<file path="src/rtl/btb_update_ctrl_pkg.sv">
// Shared types for the BTB update controller.
//   lc3b_word        : 16-bit machine word
//   btb_upd_t        : one pending BTB write {pc, target}
//   BTB_SENTINEL     : PC/target written by the init sweep (odd, never fetched)
//   btb_ctrl_state_t : controller state {INIT, RUN}
package btb_update_ctrl_pkg;

  typedef logic [15:0] lc3b_word;

  typedef struct packed {
    lc3b_word pc;
    lc3b_word target;
  } btb_upd_t;

  localparam lc3b_word BTB_SENTINEL = 16'hFFFF;

  typedef enum logic [0:0] {
    INIT,
    RUN
  } btb_ctrl_state_t;

  // Fetch went the wrong way, or went the right way to the wrong place.
  function automatic logic is_mispredict(input logic     taken,
                                         input lc3b_word target,
                                         input logic     pred_taken,
                                         input lc3b_word pred_target);
    return (taken != pred_taken) | (taken & pred_taken & (target != pred_target));
  endfunction

endpackage

</file>
<file path="src/rtl/btb_update_fifo.sv">
// Circular update queue feeding the BTB write port.
//   clk, rst_n : clock, synchronous active-low reset
//   push       : enqueue request carrying push_data
//   push_data  : {pc, target} to enqueue or merge
//   pop        : dequeue the head (ignored when empty)
//   head       : current head entry, with a same-cycle merge bypassed in
//   full/empty : occupancy flags
// A push whose PC matches a queued entry overwrites that entry's target and
// takes no new slot. A push into a full queue is accepted only alongside a pop.
module btb_update_fifo
  import btb_update_ctrl_pkg::*;
#(
  parameter int unsigned QDEPTH = 2
) (
  input  logic     clk,
  input  logic     rst_n,
  input  logic     push,
  input  btb_upd_t push_data,
  input  logic     pop,
  output btb_upd_t head,
  output logic     full,
  output logic     empty
);

  localparam int unsigned PtrW = $clog2(QDEPTH);

  btb_upd_t         mem_q [QDEPTH];
  logic [PtrW-1:0]  rd_q, wr_q;
  logic [PtrW:0]    cnt_q;

  logic [QDEPTH-1:0] slot_valid;
  logic [QDEPTH-1:0] hit;
  logic              merge;
  logic              do_pop;
  logic              do_push;

  assign full  = (cnt_q == (PtrW + 1)'(QDEPTH));
  assign empty = (cnt_q == '0);

  // A slot is live when its distance from the read pointer is below the count.
  always_comb begin
    slot_valid = '0;
    hit        = '0;
    for (int i = 0; i < QDEPTH; i++) begin
      logic [PtrW-1:0] off;
      off           = PtrW'(i) - rd_q;
      slot_valid[i] = ({1'b0, off} < cnt_q);
      hit[i]        = slot_valid[i] & (mem_q[i].pc == push_data.pc);
    end
  end

  assign merge   = push & (|hit);
  assign do_pop  = pop & !empty;
  assign do_push = push & !merge & (!full | do_pop);

  // Merging into the head while it is popped must still write the new target.
  always_comb begin
    head = mem_q[rd_q];
    if (push && hit[rd_q]) begin
      head.target = push_data.target;
    end
  end

  always_ff @(posedge clk) begin
    if (!rst_n) begin
      rd_q  <= '0;
      wr_q  <= '0;
      cnt_q <= '0;
      for (int i = 0; i < QDEPTH; i++) begin
        mem_q[i] <= '0;
      end
    end else begin
      if (merge) begin
        for (int i = 0; i < QDEPTH; i++) begin
          if (hit[i]) begin
            mem_q[i].target <= push_data.target;
          end
        end
      end
      if (do_push) begin
        mem_q[wr_q] <= push_data;
        wr_q        <= wr_q + 1'b1;
      end
      if (do_pop) begin
        rd_q <= rd_q + 1'b1;
      end
      case ({do_push, do_pop})
        2'b10:   cnt_q <= cnt_q + 1'b1;
        2'b01:   cnt_q <= cnt_q - 1'b1;
        default: cnt_q <= cnt_q;
      endcase
    end
  end

endmodule

</file>
<file path="src/rtl/btb_update_ctrl.sv">
// BTB write sequencer and mispredict redirect generator.
//   clk, rst_n        : clock, synchronous active-low reset
//   res_*             : branch resolution from MEM (valid, pc, taken, target)
//   pred_taken/target : what fetch used for this branch
//   btb_wr_inhibit    : fetch needs a stable BTB; suppress any write this cycle
//   btb_load/br_pc/target : BTB write port (combinational, same-cycle write)
//   redirect/redirect_pc/flush : registered 1-cycle redirect to fetch
//   ready             : init sweep complete
//   mispredict_cnt    : saturating redirect count
// After reset the BTB is swept with a sentinel PC so no stale entry can hit;
// afterwards queued updates drain one per cycle when not inhibited.
module btb_update_ctrl
  import btb_update_ctrl_pkg::*;
#(
  parameter int unsigned ENTRIES = 4,
  parameter int unsigned QDEPTH  = 2
) (
  input  logic        clk,
  input  logic        rst_n,
  input  logic        res_valid,
  input  logic [15:0] res_pc,
  input  logic        res_taken,
  input  logic [15:0] res_target,
  input  logic        pred_taken,
  input  logic [15:0] pred_target,
  input  logic        btb_wr_inhibit,
  output logic        btb_load,
  output logic [15:0] btb_br_pc,
  output logic [15:0] btb_target,
  output logic        redirect,
  output logic [15:0] redirect_pc,
  output logic        flush,
  output logic        ready,
  output logic [15:0] mispredict_cnt
);

  localparam int unsigned IdxW = (ENTRIES > 1) ? $clog2(ENTRIES) : 1;
  localparam logic [IdxW-1:0] LastIdx = IdxW'(ENTRIES - 1);

  btb_ctrl_state_t state_q;
  logic [IdxW-1:0] idx_q;
  logic            ready_q;
  logic            redirect_q;
  lc3b_word        redirect_pc_q;
  lc3b_word        cnt_q;

  logic     wr_ok;
  logic     mispredict;
  logic     enqueue;
  logic     q_pop;
  logic     q_full;
  logic     q_empty;
  btb_upd_t q_head;
  btb_upd_t q_in;

  // Writes are also held off while reset is asserted so every output reads 0.
  assign wr_ok = rst_n & !btb_wr_inhibit;

  assign mispredict = res_valid & is_mispredict(res_taken, res_target, pred_taken, pred_target);
  // Only taken branches that fetch did not steer correctly need a BTB entry.
  assign enqueue    = res_valid & res_taken & (!pred_taken | (res_target != pred_target));
  assign q_in       = '{pc: res_pc, target: res_target};
  assign q_pop      = (state_q == RUN) & wr_ok & !q_empty;

  btb_update_fifo #(
    .QDEPTH (QDEPTH)
  ) u_fifo (
    .clk       (clk),
    .rst_n     (rst_n),
    .push      (enqueue),
    .push_data (q_in),
    .pop       (q_pop),
    .head      (q_head),
    .full      (q_full),
    .empty     (q_empty)
  );

  always_comb begin
    btb_load   = 1'b0;
    btb_br_pc  = '0;
    btb_target = '0;
    unique case (state_q)
      INIT: begin
        if (wr_ok) begin
          btb_load   = 1'b1;
          btb_br_pc  = BTB_SENTINEL;
          btb_target = BTB_SENTINEL;
        end
      end
      RUN: begin
        if (q_pop) begin
          btb_load   = 1'b1;
          btb_br_pc  = q_head.pc;
          btb_target = q_head.target;
        end
      end
    endcase
  end

  always_ff @(posedge clk) begin
    if (!rst_n) begin
      state_q       <= INIT;
      idx_q         <= '0;
      ready_q       <= 1'b0;
      redirect_q    <= 1'b0;
      redirect_pc_q <= '0;
      cnt_q         <= '0;
    end else begin
      unique case (state_q)
        INIT: begin
          if (!btb_wr_inhibit) begin
            if (idx_q == LastIdx) begin
              state_q <= RUN;
              ready_q <= 1'b1;
              idx_q   <= '0;
            end else begin
              idx_q <= idx_q + 1'b1;
            end
          end
        end
        RUN: begin
          state_q <= RUN;
        end
      endcase

      redirect_q <= mispredict;
      if (mispredict) begin
        redirect_pc_q <= res_taken ? res_target : (res_pc + 16'd2);
        if (cnt_q != 16'hFFFF) begin
          cnt_q <= cnt_q + 16'd1;
        end
      end
    end
  end

  assign ready          = ready_q;
  assign redirect       = redirect_q;
  assign flush          = redirect_q;
  assign redirect_pc    = redirect_pc_q;
  assign mispredict_cnt = cnt_q;

  // Overflow is intentional: a full queue drops the push.
  logic unused_full;
  assign unused_full = q_full;

endmodule

</file>
<file path="config.mk">
export PLATFORM = sky130hd
export DESIGN_NAME = btb_update_ctrl
export DESIGN_NICKNAME = d
export VERILOG_FILES = /design/src/rtl/btb_update_ctrl_pkg.sv /design/src/rtl/btb_update_fifo.sv /design/src/rtl/btb_update_ctrl.sv
export SDC_FILE = /design/constraint.sdc
export NUM_CORES = 1
export LEC_CHECK = 0
export ABC_AREA = 1
export CORE_MARGIN = 2
export CORE_UTILIZATION = 35
export CTS_CLUSTER_DIAMETER = 40
export DETAILED_ROUTE_END_ITERATION = 12
export PLACE_DENSITY = 0.62
export SYNTH_ARGS = -nofsm -noshare
export SYNTH_HDL_FRONTEND = slang
export SYNTH_SLANG_ARGS = --single-unit
</file>
<file path="constraint.sdc">
create_clock -name clk -period 3.07 [get_ports clk]
set_input_delay 0.4605 -clock clk [delete_from_list [all_inputs] [get_ports clk]]
set_output_delay 0.4605 -clock clk [all_outputs]
set_load 0.03 [all_outputs]
</file>
==> After elaboration in Yosys (flattened, before gate mapping) <==
Memories as Yosys holds them, arrays and structs flattened. A register that Yosys moved wholly into a read port is not among the register bits.
Cells that the tools add are included.
{ "op_classes": {"n_bitwise": 21, "n_lt_le_gt_ge": 3, "n_mux": 36, "n_addsub": 9, "n_reduce_logical": 13, "eq_ne": 9} }
{ "op_table": {"columns": ["cell", "n"], "rows": [
  ["16-bit 2-to-1 mux", 7],
  ["16-bit one-hot mux with 2 select lines", 2],
  ["16-bit == test", 2],
  ["32-bit 2-to-1 mux", 1],
  ["32-bit OR reduction", 1],
  ["1-bit 2-to-1 mux", 21],
  ["16-bit by 1-bit adder with 16-bit output (second input constant)", 1],
  ["16-bit by 2-bit adder with 16-bit output (second input constant)", 1],
  ["16-bit inequality test", 1],
  ["16-bit inequality test (second input constant)", 1],
  ["1-bit bitwise AND", 14],
  ["2-bit == test (second input constant)", 3],
  ["1-bit logical NOT", 5],
  ["1-bit bitwise OR", 5],
  ["2-bit by 1-bit adder with 2-bit output (second input constant)", 2],
  ["1-bit by 2-bit < comparator with 1-bit output", 2],
  ["2-bit 2-to-1 mux", 2],
  ["1-bit one-hot mux with 2 select lines", 2],
  ["2-bit one-hot mux with 2 select lines", 1],
  ["2-bit AND reduction", 2],
  ["3-bit AND reduction", 1],
  ["1-bit adder (second input constant)", 2],
  ["2-bit by 1-bit == test with 1-bit output (second input constant)", 1],
  ["2-bit logical NOT", 1],
  ["8 further kinds", 10]
]} }
{ "word_totals": {"out_inout_bits": 68, "register_bits": 41, "in_bits": 54, "n_memories": 1, "ram_bits": 64, "word_cells": 101} }
{ "memory_table": {"columns": ["name", "depth", "word_bits", "rd", "rd_clocked_by_memory_dff", "write_ports", "line", "rtl"], "rows": [
  ["u_fifo.mem_q", 2, 32, 3, 1, 2, "btb_update_fifo.sv:27", "btb_upd_t mem_q [QDEPTH];"]
]} }

==> Longest topological paths before layout <==
Gate-level depths: netlist of run 1.
{ "logic_depth": {"word_depth": 13, "ltp_mapped": 16, "mapped_depth_nobuf": 15} }

==> Hierarchy <==
Synthesis of run 1 repeated with hierarchy kept, for this count alone.
{ "unflattened": {"hier_cells": 1042, "hier_area_um2": 7085.5} }
{ "by_module_without_submodules": {"columns": ["mod", "cells_per_inst", "seq_area_each_um2", "area_each_um2", "n_inst"], "rows": [
  ["btb_update_fifo", 491, 2021.9, 4047.6, 1],
  ["btb_update_ctrl", 551, 740.7, 3037.9, 1]
]} }

==> Worst setup path after synthesis of run 1 <==
No wires, ideal clock.
{ "synth_path": {"kind": "input-to-output", "from": "input port rst_n", "to": "output port btb_br_pc[10]", "cell_stages": 9, "slack_ps": 357, "arrival_ps": 2252, "t_required_ps": 2609, "path_buffers": 2, "path_cell_list": "buf_2 -> inv_2 -> or2_1 -> nor2_1 -> inv_1 -> a21oi_1 -> inv_1 -> clkbuf_1 -> o21ai_0"} }
{ "synth_via": {"elab_chain_len": 5, "word_cells_on_any_way": 6, "cone_classes": "mux: 3; bitwise: 3"} }
{ "synth_rtl": {"columns": ["element", "line", "rtl"], "rows": [
  ["start, declared", "btb_update_ctrl.sv:19", "input logic rst_n,"],
  ["1-bit bitwise AND *", "btb_update_ctrl.sv:57", "assign wr_ok = rst_n & !btb_wr_inhibit;"],
  ["1-bit bitwise AND (2 in a row)", "btb_update_ctrl.sv:63", "assign q_pop = (state_q == RUN) & wr_ok & !q_empty;"],
  ["16-bit 2-to-1 mux", "btb_update_ctrl.sv:91", "if (q_pop) begin"],
  ["16-bit one-hot mux with 2 select lines *", "btb_update_ctrl.sv:82", "unique case (state_q)"],
  ["end, declared", "btb_update_ctrl.sv:28", "output logic [15:0] btb_br_pc,"]
]} }
Mark *: on every way between the ends. The rest lies on a longest branch, timed or not.

==> Worst setup path in the final report of run 1 <==
{ "layout_path": {"from": "input port res_target[1]", "to": "output port btb_target[12]"} }
{ "layout_via": {"elab_chain_len": 7} }
{ "layout_rtl": {"columns": ["element", "line", "rtl"], "rows": [
  ["start, declared", "btb_update_ctrl.sv:23", "input logic [15:0] res_target,"],
  ["16-bit inequality test", "btb_update_ctrl.sv:61", "assign enqueue = res_valid & res_taken & (!pred_taken | (res_target != pred_target));"],
  ["1-bit bitwise OR", "btb_update_ctrl.sv:61", null],
  ["1-bit bitwise AND", "btb_update_ctrl.sv:61", null],
  ["1-bit logical AND", "btb_update_fifo.sv:59", "if (push && hit[rd_q]) begin"],
  ["16-bit 2-to-1 mux", "btb_update_fifo.sv:59", null],
  ["16-bit 2-to-1 mux", "btb_update_ctrl.sv:91", null],
  ["16-bit one-hot mux with 2 select lines", "btb_update_ctrl.sv:82", null],
  ["end, declared", "btb_update_ctrl.sv:29", "output logic [15:0] btb_target,"]
]} }
Every way passes these cells.

==> run_results.csv, run 1 <==
group,metric,value,unit
place,portBuffers,121,
run,maxCapViolCount,0,
drt,ant_nets,0,
critical_path,critPathCaptureType,"output port",
critical_path,critPathBufInv,5,
synthesis,synth_fp_nets,918,
hold_path,min_path_type,"register to register",
critical_path,crit_path_max_fanout,8,
power,total_power,0.00349,W
power,ir_drop,0.285,mV
floorplan,row_count,49,
synthesis,syn_inst,860,
critical_path,timing.rr.end,"u_fifo.mem_q[0][2]",
synthesis,ys_warn_count,0,
global_route,antenna_found_initial,0,
critical_path,path_class,"primary input to output port",
critical_path,start_kind,"primary input",
power,cellPowerDensity,405,mW/mm^2
global_route,grt_pass1_vias,5744,
clock_tree,cts_tree,"yes",
floorplan,dieArea,0.0192,mm^2
synthesis,synth_seq_cells,106,
floorplan,fp.dieW,139,um
timing,maxSlewViolCount,0,
place,hpwlAfterDp,14500,um
synthesis,synth-seq-area-share,0.435,
critical_path,cpPeakStageDelay,0.51,ns
clock_tree,ctsRootBufferMaster,"clkbuf_16",
finish,drive_gt1_frac,0.158,
finish,stdcell_count,1260,
clock_tree,insertion_delay,0.36,ns
timing,finalHoldViolations,0,
critical_path,crit_path_top_delay_cell,"clkdlybuf4s50_1",
finish,n_fill_cell,1817,
timing,relSlewSlack,0.606,
drt,first_pass_iters,5,
place,place_congestion,0.870,
critical_path,r2r_slack,0.65,ns
timing,worst_pin_slew,0.586,ns
synthesis,ys_types,39,
clock_tree,path_clk_slew,0.07,ns
clock_tree,clk_path_buf_depth,2,
timing,finClkSkew,0.00813,ns
drt,drt-wirelength-per-cell,15.3,um
critical_path,crit_chain,"clkdlybuf4s50_1 -> inv_1 -> nand2_1 -> nand2_1 -> nor2_1 -> nand2_1 -> nor2_2 -> nand3_1 -> nand2_1 -> inv_1 -> nand2_4 -> buf_4 -> nor2_1 -> o21ai_1 -> buf_4",
floorplan,core_area,0.0179,mm^2
finish,finish.utilization,0.481,
finish,area_delta_synth_final,35.8,%
drt,vias,6187,
drt,drt_iter0_markers,520,
floorplan,io_pins,122,
synthesis,avgSynthCellArea,7.38,um^2
power,p_leak,3.87,nW
global_route,grt_pass1_wl,30000,um
clock_tree,numCtsBuffers,9,
hold_path,hold_path_depth,2,
floorplan,initial_core_util,0.355,
synthesis,synth_area,0.00635,mm^2
clock_tree,cts_sinks,106,
drt,drcViolationCount,0,
hold_path,hold_start,"redirect_pc[10]",
global_route,gr-total-overflow,0,
critical_path,crit_family,"buffers and inverters",
drt,drt_wl_total,19300,um
critical_path,crit_required,2.61,ns
finish,nets,1085,
run_status,status,"finished clean",
timing,setup_violations,0,
timing,min_period,2.97,ns
critical_path,path_common_cell,"nand2_1",
hold_path,hold_end,"redirect_pc[10]",
global_route,grt_max_degree,30,
critical_path,arrival,2.51,ns
drt,via_per_inst,4.91,
global_route,track_usage,0.197,
timing,fmax,337,MHz
finish,num_antenna_cells,0,
clock_tree,cts_max_level,3,
place,post-place-cells,1240,
timing,hold-worst-slack,0.468,ns
critical_path,worstRegToRegCells,14,
critical_path,worstReg2RegStart,"u_fifo.mem_q[0][17]",
timing,finalCritPeriodShare,0.966,
floorplan,fp.dieH,139,um
timing,fin_setup_tns,0,ns
-- routing by layer --
layer  share of wire  routed length (um)  track usage  up-vias
li1                -                   -            -     3117
met1            0.45                8780        0.261     2881
met3           0.045                 874       0.0307       33
met2            0.47                9100        0.323      156
met4           0.028                 546       0.0824        0
met5               0                   0            0        -
-- cell usage in the layout (no fill, tap or decap), types with 11 or more instances in the layout --
| master | instances |
|---|---|
| dlymetal6s2s_1 | 14 |
| nand3_1 | 52 |
| buf_4 | 100 |
| inv_1 | 83 |
| clkbuf_16 | 11 |
| clkdlybuf4s50_1 | 73 |
| xor2_1 | 23 |
| nand2_1 | 205 |
| o21ai_2 | 11 |
| o21ai_0 | 42 |
| dfxtp_1 | 42 |
| xnor2_1 | 12 |
| a21oi_1 | 63 |
| edfxtp_1 | 64 |
| nor2_1 | 136 |
-- stage by stage --
stage,instance area (um^2),setup slack [ns]
4_1_cts,8500,0.0274
6_report,8620,0.104
2_1_floorplan,6350,0.357
3_5_place_dp,8200,-0.0446
5_1_grt,8620,-0.00103
3_3_place_gp,8200,-0.0278
-- sequential cells by signal, indices dropped and copies added (netlist names), named ones only --
signal	count
u_fifo.mem_q	64
mispredict_cnt	16
redirect_pc	16
idx_q	2
u_fifo.cnt_q	2
flush	1
ready	1
state_q	1
u_fifo.rd_q	1
u_fifo.wr_q	1
-- cell usage after synthesis --
master / number / area share
o21ai_4: 1 / 0.0026
or2_1: 2 / 0.0020
nor4_1: 3 / 0.0030
nor3_1: 7 / 0.0055
o211a_1: 1 / 0.0016
xor2_1: 23 / 0.032
xnor2_1: 12 / 0.017
inv_1: 84 / 0.050
dfxtp_1: 42 / 0.13
inv_2: 8 / 0.0047
o21ai_2: 9 / 0.012
clkinv_1: 1 / 0.00059
edfxtp_1: 64 / 0.30
clkbuf_1: 17 / 0.010
nand4_2: 2 / 0.0039
nand2_2: 2 / 0.0020
clkbuf_2: 2 / 0.0016
nand3b_1: 2 / 0.0024
buf_4: 5 / 0.0059
nand2_1: 205 / 0.12
nand2_4: 1 / 0.0018
ha_1: 4 / 0.0079
nand3_1: 52 / 0.041
nand3_2: 2 / 0.0032
nand4_1: 9 / 0.0089
nor3_2: 2 / 0.0032
a31oi_1: 1 / 0.00099
o21ai_1: 5 / 0.0039
buf_6: 3 / 0.0053
buf_2: 15 / 0.012
buf_1: 1 / 0.00059
nor2_1: 141 / 0.083
a21oi_1: 64 / 0.050
o211ai_1: 6 / 0.0071
nor2_2: 1 / 0.00099
o22ai_1: 1 / 0.00099
mux2i_1: 10 / 0.016
o21ai_0: 49 / 0.039
nor2_4: 1 / 0.0018
-- worst min-delay path: stages (launching register included) --
cell and delay [ns]:
dfxtp_1 0.31, nand2_1 0.06, a21oi_1 0.06
-- layout make-up --
type | count | area, um^2 | share of cell area
clock inverter | 1 | 5.00 | 0.000581
inverter | 93 | 353 | 0.0409
multi-input combinational | 618 | 3040 | 0.352
sequential | 106 | 2760 | 0.321
tap | 229 | 287 | 0.0332
timing repair buffer | 199 | 1880 | 0.218
clock buffer | 14 | 298 | 0.0346
-- report_power, final --
part	switching [W]	internal, W	leakage (nW)
clock network	0.000509	0.000670	0.152
registers	0.0000373	0.00158	1.01
logic	0.000404	0.000289	2.71
total	0.000951	0.00254	3.87
-- logic make-up after synthesis --
family,after synthesis,synth area share
fa+ha+maj,4,0.00788
mux,10,0.0158
xor+xnor,35,0.0483
simple gates,432,0.284
flops,106,0.435
compound gates,137,0.119
buf+inv,136,0.0903
-- timing repair --
action / CTS / global route
pin swaps: 0 / 8
buffers inserted: 0 / 5
hold buffers: 0 / 0
endpoints found under the setup margin: 6 / 26
gates resized for setup: 2 / 30
-- how the worst max path moves through the flow --
stage | startpoint | end | slack (ns) | cells past startpoint
after floorplan | rst_n | btb_br_pc[10] | 0.36 | 9
after global placement | res_pc[1] | btb_target[1] | -0.03 | 15
after detailed placement | res_pc[1] | btb_target[1] | -0.04 | 15
after CTS | res_pc[0] | btb_target[1] | 0.03 | 15
after global routing | res_target[2] | btb_target[4] | -0.001 | 16
final | res_target[1] | btb_target[12] | 0.10 | 15
Power figures use the tool's default switching activity.
==> inputs of run 2 (changes only) <==
--- a/config.mk
+++ b/config.mk
@@ -7,10 +7,11 @@
 export LEC_CHECK = 0
 export ABC_AREA = 1
 export CORE_MARGIN = 2
-export CORE_UTILIZATION = 35
+export CORE_UTILIZATION = 30
 export CTS_CLUSTER_DIAMETER = 40
 export DETAILED_ROUTE_END_ITERATION = 12
-export PLACE_DENSITY = 0.62
+export PLACE_DENSITY = 0.55
+export SLEW_MARGIN = 25
 export SYNTH_ARGS = -nofsm -noshare
 export SYNTH_HDL_FRONTEND = slang
 export SYNTH_SLANG_ARGS = --single-unit
==> run 2 against run 1 <==
Via count decreased by 1.2%. Sequential power is essentially flat. First-iteration DRC count decreased by 25%. Power fell by 0.22%. Die area increased by 16%. Cell count is 4.2% higher. Global-route usage is 1.6 points lower. Clock skew barely moved. Sequential share of layout area decreased by 0.32 points. Flip-flop and latch count unchanged. Critical path type unchanged. Critical endpoint is now btb_target[1]. Largest power group unchanged.
==> run_results.csv, run 2 (synthesized netlist as in run 1, its figures left out) <==
group,metric,value,unit
drt,drt_iter0_markers,390,
clock_tree,clk_path_buf_depth,2,
power,p_leak,3.84,nW
critical_path,path_common_cell,"nand2_1",
drt,ant_nets,0,
floorplan,fp.dieW,149,um
floorplan,initial_core_util,0.304,
critical_path,crit_required,2.61,ns
drt,drcViolationCount,0,
finish,mostFrequentLayoutCell,"nand2_1",
place,hpwlAfterDp,15000,um
finish,finalInstanceArea,0.00871,mm^2
power,total_power,0.00348,W
timing,finalHoldViolations,0,
place,post-place-cells,1293,
global_route,grt_pass1_vias,5812,
clock_tree,numCtsBuffers,9,
timing,fin_setup_tns,0,ns
place,placed_area,0.00835,mm^2
timing,hold-worst-slack,0.469,ns
power,cellPowerDensity,400,mW/mm^2
run,maxCapViolCount,0,
finish,largest_reg_flops,64,
timing,min_period,3.01,ns
finish,nets,1091,
floorplan,io_pins,122,
drt,first_pass_iters,5,
timing,maxSlewViolCount,0,
floorplan,core_area,0.0209,mm^2
finish,n_fill_cell,2154,
place,place_congestion,0.810,
floorplan,fp.dieH,149,um
finish,area_delta_synth_final,37.1,%
global_route,grt_max_degree,30,
finish,regMostFlops,"u_fifo.mem_q",
clock_tree,cts_sinks,106,
clock_tree,ctsRootBufferMaster,"clkbuf_16",
critical_path,path_class,"primary input to output port",
critical_path,crit_chain,"clkdlybuf4s50_1 -> inv_1 -> nand2_1 -> nand2_1 -> nor2_1 -> nand2_1 -> nor2_2 -> nand3_2 -> o21ai_4 -> nand2_4 -> buf_12 -> nand2_1 -> nand2_1 -> o21ai_0 -> buf_4",
clock_tree,cts_tree,"yes",
critical_path,cpPeakStageDelay,0.51,ns
finish,num_antenna_cells,0,
clock_tree,hold_buffers,0,
floorplan,row_count,53,
global_route,grt_pass1_wl,31200,um
global_route,gr-total-overflow,0,
place,portBuffers,121,
critical_path,crit_path_max_fanout,11,
run_status,status,"finished clean",
critical_path,crit_path_top_delay_cell,"clkdlybuf4s50_1",
timing,setup_violations,0,
floorplan,dieArea,0.0223,mm^2
critical_path,start_kind,"primary input",
timing,finalCritPeriodShare,0.981,
timing,relSlewSlack,0.599,
drt,drt-wirelength-per-cell,15.2,um
timing,worst_pin_slew,0.596,ns
clock_tree,insertion_delay,0.36,ns
timing,finClkSkew,0.00792,ns
drt,via_per_inst,4.66,
clock_tree,path_clk_slew,0.08,ns
power,ir_drop,0.261,mV
hold_path,min_path_type,"register to register",
clock_tree,cts_max_level,3,
timing,rsz0062_at_grt,"yes",
critical_path,critPathCaptureType,"output port",
finish,drive_gt1_frac,0.162,
timing,fmax,332,MHz
global_route,antenna_found_initial,0,
drt,vias,6113,
finish,mostFrequentLayoutCells,"nand2_1, nor2_1, buf_4",
global_route,track_usage,0.181,
drt,drt_wl_total,19900,um
critical_path,arrival,2.55,ns
finish,stdcell_count,1313,
[run 2: routing by layer]
layer | global-route usage | share of wire | vias to the layer above
li1 | - | - | 3148
met1 | 0.241 | 0.45 | 2795
met2 | 0.298 | 0.48 | 148
met3 | 0.0341 | 0.051 | 22
met4 | 0.0571 | 0.020 | 0
met5 | 0 | 0 | -
[run 2: cell type report]
type	count	area, um^2	share of cell area
clock buffers	9	225	0.0259
clock inverters	7	57.6	0.00661
inverters	93	349	0.0401
multi-input cells	618	3030	0.348
flip-flops and latches	106	2760	0.317
well taps	275	344	0.0395
repair buffers	205	1940	0.222
[run 2: what timing repair did]
action / CTS / global route
endpoints found under the setup margin: 4 / 22
pin swaps: 4 / 6
buffers inserted: 2 / 2
gates resized for setup: 4 / 22
[run 2: power by group]
group	internal [W]	switching [W]	total (W)	leakage [nW]
Sequential	0.00158	0.0000385	0.00162	1.01
Clock	0.000566	0.000591	0.00116	0.139
Combinational	0.000300	0.000407	0.000707	2.69
Total	0.00244	0.00104	0.00348	3.84
[run 2: per-stage QoR]
step	setup slack, ns	utilization
floorplan	0.357	-
global placement	-0.0373	0.400
detailed placement	-0.0309	0.400
CTS	0.000226	0.414
global route	-0.0416	0.417
finish	0.0597	0.417
[run 2: final timing paths]
check | start | to | slack [ns] | cells after the start
setup reg to reg | u_fifo.mem_q[0][25] | u_fifo.mem_q[0][5] | 0.75 | 12
hold / removal | redirect_pc[8] | redirect_pc[8] | 0.47 | 2
setup / recovery | res_pc[0] | btb_target[1] | 0.06 | 15
hold reg to reg | redirect_pc[8] | redirect_pc[8] | 0.47 | 2
[run 2: critical path: cells and delay by family]
family                 cells  cell delay (ns)
AOI/OAI and AO/OA          2             0.34
buffers and inverters      4             0.94
and+or+nand+nor            9             0.80
